<file path="src/rtl/eeprom_config_loader_if.sv">
// Read-request / response bus between the EEPROM readout block and the config loader.
// The loader is the master: it issues the read and consumes the returned record.
interface eeprom_config_loader_if;
    logic [10:0] eeprom_addr;
    logic        eeprom_read;
    logic        eeprom_data_ready;
    logic [7:0]  eeprom_id;
    logic [31:0] eeprom_baudrate;

    modport master (
        output eeprom_addr,
        output eeprom_read,
        input  eeprom_data_ready,
        input  eeprom_id,
        input  eeprom_baudrate
    );

    modport slave (
        input  eeprom_addr,
        input  eeprom_read,
        output eeprom_data_ready,
        output eeprom_id,
        output eeprom_baudrate
    );
endinterface

</file>
<file path="src/rtl/eeprom_config_loader.sv">
// Loads board ID and UART baudrate from EEPROM after reset or on request, validates the
// baudrate, falls back to defaults on timeout/invalid data and derives the UART bit divider.
//
// state    | meaning
// ---------+------------------------------------------------------------
// STARTUP  | post-reset settling delay before the first read
// REQUEST  | one-cycle eeprom_read pulse, arm the response timeout
// WAIT     | wait for rising edge of eeprom_data_ready or timeout
// VALIDATE | range-check captured baudrate, adopt record if good
// FALLBACK | adopt default ID and baudrate
// DIVIDE   | 32-cycle restoring divide for the bit-period divider
// DONE     | configuration stable; start pulse triggers a reload
module eeprom_config_loader #(
    parameter int unsigned CLK_FREQ      = 50000000,
    parameter int unsigned STARTUP_DELAY = 1000,
    parameter int unsigned TIMEOUT       = 2000000,
    parameter int unsigned MAX_RETRIES   = 3,
    parameter int unsigned MIN_BAUD      = 1200,
    parameter int unsigned MAX_BAUD      = 3000000,
    parameter int unsigned DEFAULT_BAUD  = 115200,
    parameter logic [7:0]  DEFAULT_ID    = 8'hFF,
    parameter logic [10:0] CFG_ADDR      = 11'h000
) (
    input  logic                   clk,
    input  logic                   rst_n,
    input  logic                   start,
    eeprom_config_loader_if.master eep,
    output logic [7:0]             id,
    output logic [31:0]            baudrate,
    output logic [31:0]            baud_div,
    output logic                   config_valid,
    output logic                   config_default,
    output logic                   error,
    output logic                   busy
);

    typedef enum logic [2:0] {
        ST_STARTUP,
        ST_REQUEST,
        ST_WAIT,
        ST_VALIDATE,
        ST_FALLBACK,
        ST_DIVIDE,
        ST_DONE
    } state_t;

    localparam logic [31:0] CLK_FREQ_W     = 32'(CLK_FREQ);
    localparam logic [31:0] TIMEOUT_W      = 32'(TIMEOUT);
    localparam logic [31:0] MAX_RETRIES_W  = 32'(MAX_RETRIES);
    localparam logic [31:0] MIN_BAUD_W     = 32'(MIN_BAUD);
    localparam logic [31:0] MAX_BAUD_W     = 32'(MAX_BAUD);
    localparam logic [31:0] DEFAULT_BAUD_W = 32'(DEFAULT_BAUD);
    localparam logic [31:0] STARTUP_LAST   = (STARTUP_DELAY == 0) ? 32'd0 : 32'(STARTUP_DELAY - 1);

    state_t      state, state_next;
    logic [31:0] startup_cnt;
    logic [31:0] tmo_cnt;
    logic [31:0] retry_cnt;
    logic        rdy_q;
    logic [7:0]  cap_id;
    logic [31:0] cap_baud;
    logic [31:0] div_num;
    logic [31:0] div_rem;
    logic [30:0] div_quot;
    logic [4:0]  div_cnt;

    logic        rdy_edge;
    logic        tmo_done;
    logic        retry_ok;
    logic        baud_ok;
    logic [32:0] rem_shift;
    logic        q_bit;
    logic [31:0] rem_next;

    assign rdy_edge = eep.eeprom_data_ready & ~rdy_q;
    assign tmo_done = (tmo_cnt == 32'd0);
    assign retry_ok = (retry_cnt + 32'd1) < MAX_RETRIES_W;
    assign baud_ok  = (cap_baud >= MIN_BAUD_W) && (cap_baud <= MAX_BAUD_W);

    // One restoring-division step; baudrate already holds the divisor while in DIVIDE.
    assign rem_shift = {div_rem, div_num[31]};
    assign q_bit     = (rem_shift >= {1'b0, baudrate});
    assign rem_next  = q_bit ? 32'(rem_shift - {1'b0, baudrate}) : rem_shift[31:0];

    assign eep.eeprom_addr = CFG_ADDR;
    assign config_valid    = (state == ST_DONE);
    assign busy            = (state != ST_DONE);

    always_comb begin
        state_next = state;
        case (state)
            ST_STARTUP:  if (startup_cnt == STARTUP_LAST) state_next = ST_REQUEST;
            ST_REQUEST:  state_next = ST_WAIT;
            ST_WAIT: begin
                if (rdy_edge)      state_next = ST_VALIDATE;
                else if (tmo_done) state_next = retry_ok ? ST_REQUEST : ST_FALLBACK;
            end
            ST_VALIDATE: state_next = baud_ok ? ST_DIVIDE : ST_FALLBACK;
            ST_FALLBACK: state_next = ST_DIVIDE;
            ST_DIVIDE:   if (div_cnt == 5'd31) state_next = ST_DONE;
            ST_DONE:     if (start) state_next = ST_REQUEST;
            default:     state_next = ST_STARTUP;
        endcase
    end

    always_ff @(posedge clk or negedge rst_n) begin
        if (!rst_n) begin
            state <= ST_STARTUP;
        end else begin
            state <= state_next;
        end
    end

    always_ff @(posedge clk or negedge rst_n) begin
        if (!rst_n) begin
            eep.eeprom_read <= 1'b0;
            startup_cnt     <= '0;
            tmo_cnt         <= '0;
            retry_cnt       <= '0;
            rdy_q           <= 1'b0;
            cap_id          <= '0;
            cap_baud        <= '0;
            div_num         <= '0;
            div_rem         <= '0;
            div_quot        <= '0;
            div_cnt         <= '0;
            id              <= DEFAULT_ID;
            baudrate        <= DEFAULT_BAUD_W;
            baud_div        <= '0;
            config_default  <= 1'b0;
            error           <= 1'b0;
        end else begin
            rdy_q           <= eep.eeprom_data_ready;
            eep.eeprom_read <= (state_next == ST_REQUEST);
            case (state)
                ST_STARTUP: startup_cnt <= startup_cnt + 32'd1;
                ST_REQUEST: tmo_cnt <= TIMEOUT_W;
                ST_WAIT: begin
                    // A strobe arriving in the expiry cycle still counts as a response.
                    if (rdy_edge) begin
                        cap_id   <= eep.eeprom_id;
                        cap_baud <= eep.eeprom_baudrate;
                    end else if (tmo_done) begin
                        if (retry_ok) retry_cnt <= retry_cnt + 32'd1;
                        else          error     <= 1'b1;
                    end else begin
                        tmo_cnt <= tmo_cnt - 32'd1;
                    end
                end
                ST_VALIDATE: begin
                    if (baud_ok) begin
                        id             <= cap_id;
                        baudrate       <= cap_baud;
                        config_default <= 1'b0;
                    end
                    div_num <= CLK_FREQ_W + (cap_baud >> 1);
                    div_rem <= '0;
                    div_cnt <= '0;
                end
                ST_FALLBACK: begin
                    id             <= DEFAULT_ID;
                    baudrate       <= DEFAULT_BAUD_W;
                    config_default <= 1'b1;
                    div_num        <= CLK_FREQ_W + (DEFAULT_BAUD_W >> 1);
                    div_rem        <= '0;
                    div_cnt        <= '0;
                end
                ST_DIVIDE: begin
                    div_num  <= {div_num[30:0], 1'b0};
                    div_rem  <= rem_next;
                    div_quot <= {div_quot[29:0], q_bit};
                    div_cnt  <= div_cnt + 5'd1;
                    if (div_cnt == 5'd31) baud_div <= {div_quot, q_bit};
                end
                ST_DONE: begin
                    if (start) begin
                        error     <= 1'b0;
                        retry_cnt <= '0;
                    end
                end
                default: ;
            endcase
        end
    end

endmodule

</file>
<file path="src/flat_wrapper.sv">
// flat-port wrapper written by rule: the top's interface ports become plain ports
module eeprom_config_loader_flat 
#(
    parameter int unsigned CLK_FREQ      = 50000000,
    parameter int unsigned STARTUP_DELAY = 1000,
    parameter int unsigned TIMEOUT       = 2000000,
    parameter int unsigned MAX_RETRIES   = 3,
    parameter int unsigned MIN_BAUD      = 1200,
    parameter int unsigned MAX_BAUD      = 3000000,
    parameter int unsigned DEFAULT_BAUD  = 115200,
    parameter logic [7:0]  DEFAULT_ID    = 8'hFF,
    parameter logic [10:0] CFG_ADDR      = 11'h000
)
  (clk, rst_n, start, id, baudrate, baud_div, config_valid, config_default, error, busy, eep_eeprom_addr, eep_eeprom_read, eep_eeprom_data_ready, eep_eeprom_id, eep_eeprom_baudrate);
  eeprom_config_loader_if eep_i ();
  input  logic clk;
  input  logic rst_n;
  input  logic start;
  output logic [7:0] id;
  output logic [31:0] baudrate;
  output logic [31:0] baud_div;
  output logic config_valid;
  output logic config_default;
  output logic error;
  output logic busy;
  output wire logic [$bits(eep_i.eeprom_addr)-1:0] eep_eeprom_addr;
  output wire logic [$bits(eep_i.eeprom_read)-1:0] eep_eeprom_read;
  input wire logic [$bits(eep_i.eeprom_data_ready)-1:0] eep_eeprom_data_ready;
  input wire logic [$bits(eep_i.eeprom_id)-1:0] eep_eeprom_id;
  input wire logic [$bits(eep_i.eeprom_baudrate)-1:0] eep_eeprom_baudrate;
  assign eep_eeprom_addr = eep_i.eeprom_addr;
  assign eep_eeprom_read = eep_i.eeprom_read;
  assign eep_i.eeprom_data_ready = eep_eeprom_data_ready;
  assign eep_i.eeprom_id = eep_eeprom_id;
  assign eep_i.eeprom_baudrate = eep_eeprom_baudrate;
  eeprom_config_loader #(.CLK_FREQ(CLK_FREQ), .STARTUP_DELAY(STARTUP_DELAY), .TIMEOUT(TIMEOUT), .MAX_RETRIES(MAX_RETRIES), .MIN_BAUD(MIN_BAUD), .MAX_BAUD(MAX_BAUD), .DEFAULT_BAUD(DEFAULT_BAUD), .DEFAULT_ID(DEFAULT_ID), .CFG_ADDR(CFG_ADDR)) u_core (.clk(clk), .rst_n(rst_n), .start(start), .eep(eep_i), .id(id), .baudrate(baudrate), .baud_div(baud_div), .config_valid(config_valid), .config_default(config_default), .error(error), .busy(busy));
endmodule
</file>
<file path="config.mk">
export PLATFORM = sky130hd
export DESIGN_NAME = eeprom_config_loader_flat
export DESIGN_NICKNAME = d
export VERILOG_FILES = /design/src/rtl/eeprom_config_loader_if.sv /design/src/rtl/eeprom_config_loader.sv /design/src/flat_wrapper.sv
export SDC_FILE = /design/constraint.sdc
export NUM_CORES = 1
export LEC_CHECK = 0
export ABC_AREA = 1
export CELL_PAD_IN_SITES_DETAIL_PLACEMENT = 1
export CELL_PAD_IN_SITES_GLOBAL_PLACEMENT = 1
export CORE_MARGIN = 2
export CORE_UTILIZATION = 47
export DETAILED_ROUTE_END_ITERATION = 6
export PLACE_DENSITY_LB_ADDON = 0.1
export SYNTH_ARGS = -nofsm -noshare
export SYNTH_HDL_FRONTEND = slang
export SYNTH_SLANG_ARGS = --single-unit
</file>
<file path="constraint.sdc">
create_clock -name clk -period 4.6 [get_ports clk]
set_input_delay 0.46 -clock clk [delete_from_list [all_inputs] [get_ports clk]]
set_output_delay 0.46 -clock clk [all_outputs]
set_load 0.01 [all_outputs]
</file>
* Word-level counts from Yosys, hierarchy flattened
Index checks and enable logic that the tools add are counted.
** Word-level totals
- Output and inout bits :: 88
- RAM bits :: 0
- Input port bits :: 44
- Memory bits (read-only) :: 0
- Memories :: 0
- Bits in latches :: 0
- Register bits after elaboration :: 315
** Cells by class
- Add/sub/neg operators :: 6
- Div/mod/pow operators :: 0
- Multiply operators :: 0
- Mux-type cells :: 31
- Reduce and logical (&&, ||, !) cells :: 15
- Bitwise operators :: 2
- Magnitude comparators :: 4
- Equality and inequality tests :: 17
- Shift operators :: 0
** Operators with widths (count)
- 32-bit two-way mux :: 8
- 32-bit case mux with 2 select lines :: 4
- 32-bit case mux with 3 select lines :: 1
- 32-bit by 1-bit adder with 32-bit output, second input constant :: 2
- 33-bit by 32-bit >= comparator with 1-bit output :: 1
- 26-bit by 31-bit adder with 32-bit output, first input constant :: 1
- 32-bit by 10-bit == test with 1-bit output, second input constant :: 1
- 32-bit by 11-bit >= comparator with 1-bit output, second input constant :: 1
- 32-bit by 22-bit <= comparator with 1-bit output, second input constant :: 1
- 32-bit logical NOT :: 1
- 32-bit by 2-bit < comparator with 1-bit output, second input constant :: 1
- 32-bit by 1-bit subtractor with 32-bit output, second input constant :: 1
- 32-bit subtractor :: 1
- 3-bit case mux with 7 select lines :: 1
- 3-bit two-way mux :: 6
- 8-bit case mux with 2 select lines :: 1
- 5-bit case mux with 2 select lines :: 1
- 5-bit AND reduction :: 2
- 3-bit == test, second input constant :: 3
- 8-bit two-way mux :: 1
- 2-bit inequality test, second input constant :: 4
- 2-bit nonzero test :: 4
- 3-bit by 1-bit == test with 1-bit output, second input constant :: 2
- 3-bit by 2-bit == test with 1-bit output, second input constant :: 2
- other kinds (14) :: 24

* Depth between registers and ports, before layout
- Word-level depth :: 7
- Mapped depth :: 17
- Gate-level depth less buffers :: 17

* Least setup slack after synthesis
OpenSTA, ideal clock, no wires.
- Kind :: register to register
- Start :: register u_core.baudrate[0]
- End :: register u_core.div_rem[28]
- Cell stages (with the launch flop) :: 13
- Slack :: 2.190 ns
- Arrival :: 2.286 ns
- Path buffers :: 0
- Data required time :: 4.476 ns
- Library setup time :: 0.124 ns
- Path through :: dfrtp_1 ha_1 fa_1 o21ai_0 a21boi_1 o21ai_0 nand2_1 nand2_1 nand3_1 nand3_1 nand2_1 nand2_1 nand3_1
** On the way
- Word-level cells in the longest chain between the ends :: 3
** RTL lines
- from (decl) :: line eeprom_config_loader.sv:29 : output logic [31:0] baudrate,
- from (signal assigned) :: line eeprom_config_loader.sv:153 : baudrate <= cap_baud;
- 32-bit subtractor / 33-bit by 32-bit >= comparator with 1-bit output (equally long branches) :: line eeprom_config_loader.sv:83, eeprom_config_loader.sv:82
- 32-bit two-way mux * :: line eeprom_config_loader.sv:83 : assign rem_next = q_bit ? 32'(rem_shift - {1'b0, baudrate}) : rem_shift[31:0];
- 32-bit case mux with 2 select lines * :: line eeprom_config_loader.sv:135 : case (state)
- to (signal assigned) :: line eeprom_config_loader.sv:170 : div_rem <= rem_next;
- to (decl) :: line eeprom_config_loader.sv:63 : logic [31:0] div_rem;
Mark *: on every way between the ends. The rest lies on a longest branch, timed or not.
A chain may end at the register's enable or synchronous reset.

* Worst setup path after layout
- Start :: register u_core.cap_baud[27]
- End :: register u_core.baudrate[9]
** On the way
- Word-level cells in the longest chain between the ends :: 4
** RTL lines
- from (decl) :: line eeprom_config_loader.sv:61 : logic [31:0] cap_baud;
- from (signal assigned) :: line eeprom_config_loader.sv:142 : cap_baud <= eep.eeprom_baudrate;
- 32-bit by 11-bit >= comparator with 1-bit output / 32-bit by 22-bit <= comparator with 1-bit output (equally long branches) :: line eeprom_config_loader.sv:78 : assign baud_ok = (cap_baud >= MIN_BAUD_W) && (cap_baud <= MAX_BAUD_W);
- 1-bit logical AND * :: line eeprom_config_loader.sv:78
- 2-bit by 1-bit inequality test with 1-bit output (no line) *
- 2-bit AND reduction (no line) *
Marked as above.

==> qor.csv <==
stage;metric;value;unit
cts;h-tree-depth;2;
routing;num_vias;15600;
placed_design;dpl-instance-area;18800;µm²
synthesis;ys.warnings.count;0;
cts;hold_buffers;0;
routing;wl;53500;µm
cts;clkSlewWorstSetupHoldPaths;0.06;ns
timing;clock_skew;0.0152;ns
critical_path;arrival;3.92;ns
timing;period_needed;3.46;ns
routing;drt-pass1-iter-count;4;
global_routing;grt_max_degree;131;
placed_design;port_buffers;120;
critical_path;critPathMaxFanout;57;
global_routing;grt-ovfl-total;0;
cts;clock_sinks;315;
synthesis;synth_area_per_cell;7.65;µm²
floorplan;core_region_area;36300;µm²
finish;ff_latch_area;7900;µm²
synthesis;synthFlopType;dfrtp_1;
routing;viasPerCell;5.47;
timing;hold_viol;17;
global_routing;antenna_found_initial;0;
critical_path;crit_chain;nor4_1 > nand2_1 > nor2_1 > nand4_1 > nand2_1 > nand3_2 > nand2_2 > o21ai_0 > o21ai_0;
timing;tightest_slew;1.10;ns
floorplan;start_util;47.4;%
floorplan;ios;132;
finish;instances_no_fill;2859;
cts;cts_buffers;37;
floorplan;dieArea;38200;µm²
synthesis;synth_common_cells;nand2_1, dfrtp_1, inv_1, nor2_1, o21ai_0;
timing;finalCritPeriodShare;75.3;%
routing;drc;0;
finish;design_area;20100;µm²
finish;syn_to_final_growth;16.9;%
outcome;status;finished with violations;
finish;fin_nets;2449;
synthesis;syn_area;17200;µm²
synthesis;synth.most_common_cell;nand2_1;
routing;drt-initial-drc-count;856;
synthesis;synth_edf_count;0;
global_routing;grt_util_all_layers;28.7;%
run;cap_violations;0;
floorplan;die_y;195;µm
timing;tns;0;ns
finish;drive_gt1_share;5.35;%
finish;antenna-diode-count;0;
timing;setup_viol;0;
cts;root_buffer;clkbuf_16;
floorplan;die_w;195;µm
timing;fmax;289;MHz
timing;whs;-0.0553;ns
critical_path;cp-start-kind;flip-flop;
critical_path;cp.required;5.05;ns
synthesis;synth_top_area_share;44.0;%
synthesis;synth-seq-area-share;45.9;%
outcome;violations;hold timing;
floorplan;rows;70;
synthesis;async_reset_ff_share;100;%
placed_design;dp_hpwl;39300;µm
placed_design;place_congestion;0.974;
critical_path;crit_family;simple AND/OR/NAND/NOR gates;
synthesis;ys_top_cells_by_area;dfrtp_1, nand2_1, inv_1;
routing;avgRoutedWirePerCell;18.7;µm
synthesis;yosysUniqueCellTypes;53;
synthesis;yosysTopAreaCell;dfrtp_1;
synthesis;postSynthCellCount;2251;
global_routing;grt_pass1_wl;88000;µm
placed_design;post-place-cells;2791;
routing;antenna_left;0;
synthesis;ys_ff_latch;315;
pwr;p_leak;9.20;nW
finish;multi_input_area;8000;µm²
global_routing;grt_pass1_vias;16800;
timing;relSlewSlack;26.4;%
critical_path;worstSetupPathType;reg -> reg;
pwr;power_density;676;nW/µm²
worst_hold_path;hold_path_class;in -> async;
critical_path;slowest_delay;0.89;ns
pwr;peakVddDrop;0.294;mV
cts;clockBufferDepth;3;
timing;grt_setup_unrepaired;no;
cts;cts_tree;done;
cts;cts_resized;0;
timing;slew_violations;0;
critical_path;cp-end-kind;flip-flop;
cts;clk_latency;0.56;ns
critical_path;cp_slowest_cell;nand2_2;
finish;fillers;4465;
cts;cts_setup_buffers;0;
critical_path;cp_num_buf_inv;0;
-- power breakdown --
group / switching, mW / leakage (nW) / internal, mW / total (mW)
Sequential: 0.745 / 4.11 / 3.59 / 4.34
Clock: 1.24 / 0.644 / 1.94 / 3.18
Combinational: 4.06 / 4.45 / 2.03 / 6.09
Total: 6.04 / 9.20 / 7.57 / 13.6
-- logic make-up (layout without fill, tap and decap cells) --
family	after synthesis	after routing	synth area share (%)
other	1	11	0.0218
and+or+nand+nor	1070	1070	26.0
muxes	1	1	0.0654
DFF	315	315	45.9
buffers and inverters	341	471	8.00
adders and majority gates	43	43	3.17
AOI/OAI and AO/OA	400	400	12.8
xor gates and xnor gates	80	80	4.07
-- path summary, 6_finish.rpt --
path	startpoint	end	slack (ns)	depth (start not counted)
setup / recovery	u_core.cap_baud[27]	u_core.baudrate[9]	1.14	9
hold / removal	rst_n	u_core.startup_cnt[15]	-0.06	1
setup reg to reg	u_core.cap_baud[27]	u_core.baudrate[9]	1.14	9
hold reg to reg	u_core.cap_id[7]	u_core.cap_id[7]	0.48	2
max in group asynchronous	rst_n	u_core.tmo_cnt[13]	3.42	2
min in group clk	eep_eeprom_data_ready	u_core.rdy_q	0.39	1
-- flip-flops by register name, indices dropped and copies added, names as in the netlist --
signal                  flops
u_core.div_quot            31
u_core.config_default       1
u_core.retry_cnt           32
u_core.cap_id               8
u_core.baud_div            32
u_core.eep.eeprom_read      1
u_core.div_cnt              5
u_core.error                1
u_core.rdy_q                1
u_core.id                   8
u_core.tmo_cnt             32
u_core.startup_cnt         32
u_core.baudrate            32
u_core.cap_baud            32
u_core.div_rem             32
u_core.state                3
u_core.div_num             32
-- metrics by stage --
stage / power (mW) / utilization, % / worst slack (ns) / hold WS (ns)
2_1_floorplan: 8.38 / - / 2.19 / 0.164
3_3_place_gp: 10.2 / 51.8 / 1.31 / 0.453
3_5_place_dp: 10.4 / 51.8 / 1.09 / 0.465
4_1_cts: 13.7 / 55.4 / 1.10 / 0.0177
5_1_grt: 14.7 / 55.4 / 0.665 / 0.0527
6_report: 13.6 / 55.4 / 1.14 / -0.0553
-- cell type report --
cell class	count	share of cell area [%]
multi-input cells	1605	39.7
clock buffers	56	5.45
repair buffers	137	6.69
flip-flops and latches	315	39.2
well taps	468	2.91
clock inverters	12	1.05
inverters	266	4.96
-- metal layers --
| layer | vias up | routed length, µm | track usage [%] | part of all wire, % |
|---|---|---|---|---|
| li1 | 7509 | - | - | - |
| met1 | 7808 | 24500 | 38.0 | 46 |
| met2 | 233 | 26000 | 49.0 | 49 |
| met3 | 81 | 1550 | 3.18 | 2.9 |
| met4 | 0 | 1520 | 9.92 | 2.8 |
| met5 | - | 0 | 0 | 0 |
-- layout by cell type, fill, tap and decap left out, drive strengths merged, types with 2 or more instances in the layout --
cell type      count
buf               18
or2                3
clkbuf            56
o31ai             12
o21a               2
a21boi             4
a22o               2
xor2              53
dfstp             12
a31oi             14
o211ai            28
o22ai             13
xnor2             27
o21bai             5
dfrtp            303
nand2            613
nor2             242
nor4b              2
clkdlybuf4s50    119
bufinv             5
nand3b             3
inv              268
o41ai              3
clkinv             5
nor4              22
conb              11
nor3              25
nand4             32
o21ai            193
ha                42
a21oi            119
nand3            126
(Power assumes the default switching activity.)
==> RTL edit 1, RTL diff (config.mk and constraints unchanged) <==
Put one more register stage on the output `error`, cleared by the reset. The value now appears one clock later. The other outputs are not delayed to match.
--- a/src/rtl/eeprom_config_loader.sv
+++ b/src/rtl/eeprom_config_loader.sv
@@ -51,6 +51,8 @@
     localparam logic [31:0] MAX_BAUD_W     = 32'(MAX_BAUD);
     localparam logic [31:0] DEFAULT_BAUD_W = 32'(DEFAULT_BAUD);
     localparam logic [31:0] STARTUP_LAST   = (STARTUP_DELAY == 0) ? 32'd0 : 32'(STARTUP_DELAY - 1);
+
+    logic error_s0;
 
     state_t      state, state_next;
     logic [31:0] startup_cnt;
@@ -128,7 +130,7 @@
             baudrate        <= DEFAULT_BAUD_W;
             baud_div        <= '0;
             config_default  <= 1'b0;
-            error           <= 1'b0;
+            error_s0        <= 1'b0;
         end else begin
             rdy_q           <= eep.eeprom_data_ready;
             eep.eeprom_read <= (state_next == ST_REQUEST);
@@ -142,7 +144,7 @@
                         cap_baud <= eep.eeprom_baudrate;
                     end else if (tmo_done) begin
                         if (retry_ok) retry_cnt <= retry_cnt + 32'd1;
-                        else          error     <= 1'b1;
+                        else          error_s0  <= 1'b1;
                     end else begin
                         tmo_cnt <= tmo_cnt - 32'd1;
                     end
@@ -174,7 +176,7 @@
                 end
                 ST_DONE: begin
                     if (start) begin
-                        error     <= 1'b0;
+                        error_s0  <= 1'b0;
                         retry_cnt <= '0;
                     end
                 end
@@ -183,5 +185,13 @@
         end
     end
 
+    always_ff @(posedge clk or negedge rst_n) begin
+        if (!rst_n) begin
+            error <= '0;
+        end else begin
+            error <= error_s0;
+        end
+    end
+
 endmodule
 
Function: no difference found for any inputs over 10 cycles, from zero or initial values and one cycle with rst_n low; that may be too few to reach the edited logic, so the function may still have changed.
==> RTL edit 1 against the unedited design <==
Clock skew down 0.0043 ns. Sequential share of layout area fell by 0.13 points. Design area is 0.65% higher. Cell count shrank 1.4%. Power fell by 2.5%. Hold slack gained 0.44 ns. Routed wire length shrank 0.20%. Area after synthesis up 0.89%. Sequential cell count grew 1. Synthesized cell count decreased by 1.3%. Die area is 0.88% higher. Worst setup slack gained 0.095 ns. Largest power group unchanged. Highest routed layer unchanged.
==> RTL edit 1: results (changes against the unedited design) <==
{
  "r2r-start": {"value": "u_core.state[0]", "change": "was u_core.cap_baud[27]"},
  "grt_pass1_wl": {"value": 87600, "unit": "um", "change": "was 88,000 um"},
  "routedLengthMet1": {"value": 24300, "unit": "um", "change": "was 24,500 um"},
  "peak_fanout_along_the_critical_path": {"value": 37, "change": "was 57"},
  "seq_cell_power": {"value": 0.00406, "unit": "W", "change": "was 0.00434 W"},
  "combPwrFrac": {"value": 45.6, "unit": "%", "change": "was 44.8%"},
  "n_fill_cell": {"value": 4508, "change": "was 4,465"},
  "grt_pass1_vias": {"value": 16700, "change": "was 16,800"},
  "clock-skew-final": {"value": 0.0109, "unit": "ns", "change": "was 0.0152 ns"},
  "outcome": {"value": "completed", "change": "was finished with violations"},
  "routedWlPerCell": {"value": 19.0, "unit": "um", "change": "was 18.7 um"},
  "final.period_utilization": {"value": 73.2, "unit": "%", "change": "was 75.3%"},
  "dominant_cells_by_area_after_synthesis": {"value": "sky130_fd_sc_hd__dfrtp_1 44%, sky130_fd_sc_hd__nand2_1 12%, sky130_fd_sc_hd__inv_1 5.3%", "change": "was sky130_fd_sc_hd__dfrtp_1 44%, sky130_fd_sc_hd__nand2_1 13%, sky130_fd_sc_hd__inv_1 5.6%"},
  "fin_worst_hold_slack": {"value": 0.388, "unit": "ns", "change": "was -0.0553 ns"},
  "cpPeakStageDelay": {"value": 0.76, "unit": "ns", "change": "was 0.89 ns"},
  "yosys-top-cells-count": {"value": "540 x sky130_fd_sc_hd__nand2_1, 304 x sky130_fd_sc_hd__dfrtp_1, 244 x sky130_fd_sc_hd__inv_1", "change": "was 608 x sky130_fd_sc_hd__nand2_1, 303 x sky130_fd_sc_hd__dfrtp_1, 259 x sky130_fd_sc_hd__inv_1"},
  "layout.cells.non_filler": {"value": 2819, "change": "was 2,859"},
  "slew_headroom": {"value": 34.4, "unit": "%", "change": "was 26.4%"},
  "required": {"value": 5.01, "unit": "ns", "change": "was 5.05 ns"},
  "synth_fa_ha_area_share": {"value": 3.14, "unit": "%", "change": "was 3.17%"},
  "post_synth_num_cell_types": {"value": 59, "change": "was 53"},
  "cellLeakagePower": {"value": 9.30, "unit": "nW", "change": "was 9.20 nW"},
  "synth.yosys.seq_area_share": {"value": 45.6, "unit": "%", "change": "was 45.9%"},
  "globalRouteTotalUtil": {"value": 28.2, "unit": "%", "change": "was 28.7%"},
  "drive_gt1_share": {"value": 6.25, "unit": "%", "change": "was 5.35%"},
  "r2r.worst_path.cells": {"value": 12, "change": "was 9"},
  "maximum_number_of_pins_on_one_net_before_global_route_repair": {"value": 95, "change": "was 131"}
}
## RTL edit 1: cell type report
type                    count  area (um2)  share of cell area [%]
clock buffers              51        1090                    5.38
inverters                 256         961                    4.74
multi-input cells        1579        8160                    40.3
repair buffers            136        1350                    6.68
well taps                 468         586                    2.89
flip-flops and latches    316        7920                    39.1
clock inverters            13         194                   0.957
## RTL edit 1: routing by layer
layer	vias to the layer above	track usage, %
met2	305	48.1
li1	7499	-
met4	0	8.39
met5	-	0
met3	88	3.82
met1	7793	37.6
## RTL edit 1: what timing repair did
item | 4_1_cts | 5_1_grt
buffers inserted | 0 | 0
endpoints found under the setup margin | 0 | 0
hold endpoints to repair | 40 | 0
hold buffers | 1 | 0
## RTL edit 1: worst max-delay path, delay by kind of cell (launching register included)
family	cells	cell delay (ns)
DFF	1	0.45
and+or+nand+nor	6	1.76
AOI/OAI and AO/OA	2	0.26
buffers and inverters	4	0.75
==> RTL edit 2, RTL diff (config.mk and constraints unchanged) <==
Made on the original files. `DEFAULT_BAUD` is set to 115200 in 2 places; all go to 57600.
--- a/src/rtl/eeprom_config_loader.sv
+++ b/src/rtl/eeprom_config_loader.sv
@@ -17,7 +17,7 @@
     parameter int unsigned MAX_RETRIES   = 3,
     parameter int unsigned MIN_BAUD      = 1200,
     parameter int unsigned MAX_BAUD      = 3000000,
-    parameter int unsigned DEFAULT_BAUD  = 115200,
+    parameter int unsigned DEFAULT_BAUD  = 57600,
     parameter logic [7:0]  DEFAULT_ID    = 8'hFF,
     parameter logic [10:0] CFG_ADDR      = 11'h000
 ) (
--- a/src/flat_wrapper.sv
+++ b/src/flat_wrapper.sv
@@ -7,7 +7,7 @@
     parameter int unsigned MAX_RETRIES   = 3,
     parameter int unsigned MIN_BAUD      = 1200,
     parameter int unsigned MAX_BAUD      = 3000000,
-    parameter int unsigned DEFAULT_BAUD  = 115200,
+    parameter int unsigned DEFAULT_BAUD  = 57600,
     parameter logic [7:0]  DEFAULT_ID    = 8'hFF,
     parameter logic [10:0] CFG_ADDR      = 11'h000
 )
Check against the original RTL: not equivalent (Yosys sat finds a counterexample within 4 cycles, from zero or initial values and one cycle with rst_n low).
==> RTL edit 2 against the unedited design <==
Cell count down 1.2%. Design area up 0.23%. Sequential cell count unchanged. Area after synthesis up 0.95%. Critical path depth up 5. Worst setup slack better by 0.098 ns. Power down 1.9%. Hold slack better by 0.45 ns. Routed wire length down 1.2%. Largest cell class unchanged. Highest routed layer unchanged.
==> RTL edit 2: results (changes against the unedited design) <==
{
  "globalplace.congestion": {"value": 0.922, "change": "was 0.974"},
  "reg2reg_slack": {"value": 1.24, "unit": "ns", "change": "was 1.14 ns"},
  "num-clock-buffers": {"value": 53, "change": "was 56"},
  "layout.sequential_cells": {"value": 315, "change": "unchanged"},
  "grt_pass1_vias": {"value": 16700, "change": "was 16,800"},
  "clock-skew-final": {"value": 0.0156, "unit": "ns", "change": "was 0.0152 ns"},
  "peak_fanout_along_the_critical_path": {"value": 24, "change": "was 57"},
  "final_net_count": {"value": 2418, "change": "was 2,449"},
  "grt_pass1_wl": {"value": 87600, "unit": "um", "change": "was 88,000 um"},
  "post_synth_num_cell_types": {"value": 56, "change": "was 53"},
  "critical-path-slowest-cell": {"value": "sky130_fd_sc_hd__dfstp_2", "change": "was sky130_fd_sc_hd__nand2_2"},
  "worst-endpoint-arrival": {"value": 3.80, "unit": "ns", "change": "was 3.92 ns"},
  "slew_headroom": {"value": 41.1, "unit": "%", "change": "was 26.4%"},
  "ir_worst_vdd": {"value": 329, "unit": "uV", "change": "was 294 uV"},
  "cellLeakagePower": {"value": 9.25, "unit": "nW", "change": "was 9.20 nW"},
  "layout.clock.cell_area_share": {"value": 5.93, "unit": "%", "change": "was 6.50%"},
  "drt_first_iter_violations": {"value": 750, "change": "was 856"},
  "layout.non_clock_inverters": {"value": 249, "change": "was 266"},
  "postRouteWirelength": {"value": 52900, "unit": "um", "change": "was 53,500 um"},
  "globalRouteTotalUtil": {"value": 28.4, "unit": "%", "change": "was 28.7%"},
  "n_fill_cell": {"value": 4517, "change": "was 4,465"},
  "non_clock_buffer_area_share": {"value": 6.65, "unit": "%", "change": "was 6.69%"},
  "setup.worst_path.end": {"value": "u_core.div_rem[16]", "change": "was u_core.baudrate[9]"},
  "post_synth_xor_area_fraction": {"value": 4.38, "unit": "%", "change": "was 4.07%"},
  "outcome": {"value": "completed", "change": "was finished with violations"},
  "met2_usage": {"value": 48.7, "unit": "%", "change": "was 49.0%"},
  "yosys-mux-area-fraction": {"value": 0, "unit": "%", "change": "was 0.0654%"},
  "synth_compound_gate_area_share": {"value": 13.4, "unit": "%", "change": "was 12.8%"},
  "vias_per_cell": {"value": 5.48, "change": "was 5.47"},
  "synth.yosys.seq_area_share": {"value": 45.4, "unit": "%", "change": "was 45.9%"},
  "holdCritPathClass": {"value": "input port to flip-flop", "change": "was input port to async pin"}
}
RTL edit 2: per-layer routing:
layer | part of all wire, % | routed length [um] | vias up
met4 | 3.1 | 1620 | 0
met5 | 0 | 0 | -
met2 | 49 | 25800 | 232
li1 | - | - | 7439
met3 | 3.2 | 1710 | 92
met1 | 45 | 23700 | 7720
RTL edit 2: stage by stage:
step	worst slack (ns)	util (%)	area, um2	cells
5_1_grt	0.946	55.3	20200	2826
2_1_floorplan	2.23	-	17400	2228
3_5_place_dp	1.25	52.0	19000	2759
4_1_cts	1.23	55.3	20200	2826
6_report	1.24	55.3	20200	2826
3_3_place_gp	1.42	52.0	19000	2759
RTL edit 2: report_power, final:
group | switching, W | internal [W]
clock network | 0.00123 | 0.00171
registers | 0.000636 | 0.00346
logic | 0.00423 | 0.00207
RTL edit 2: timing repair:
| action | in CTS | in global routing |
|---|---|---|
| hold endpoints to repair | 12 | 0 |
| setup buffers | 0 | 0 |
| hold buffers | 1 | 0 |
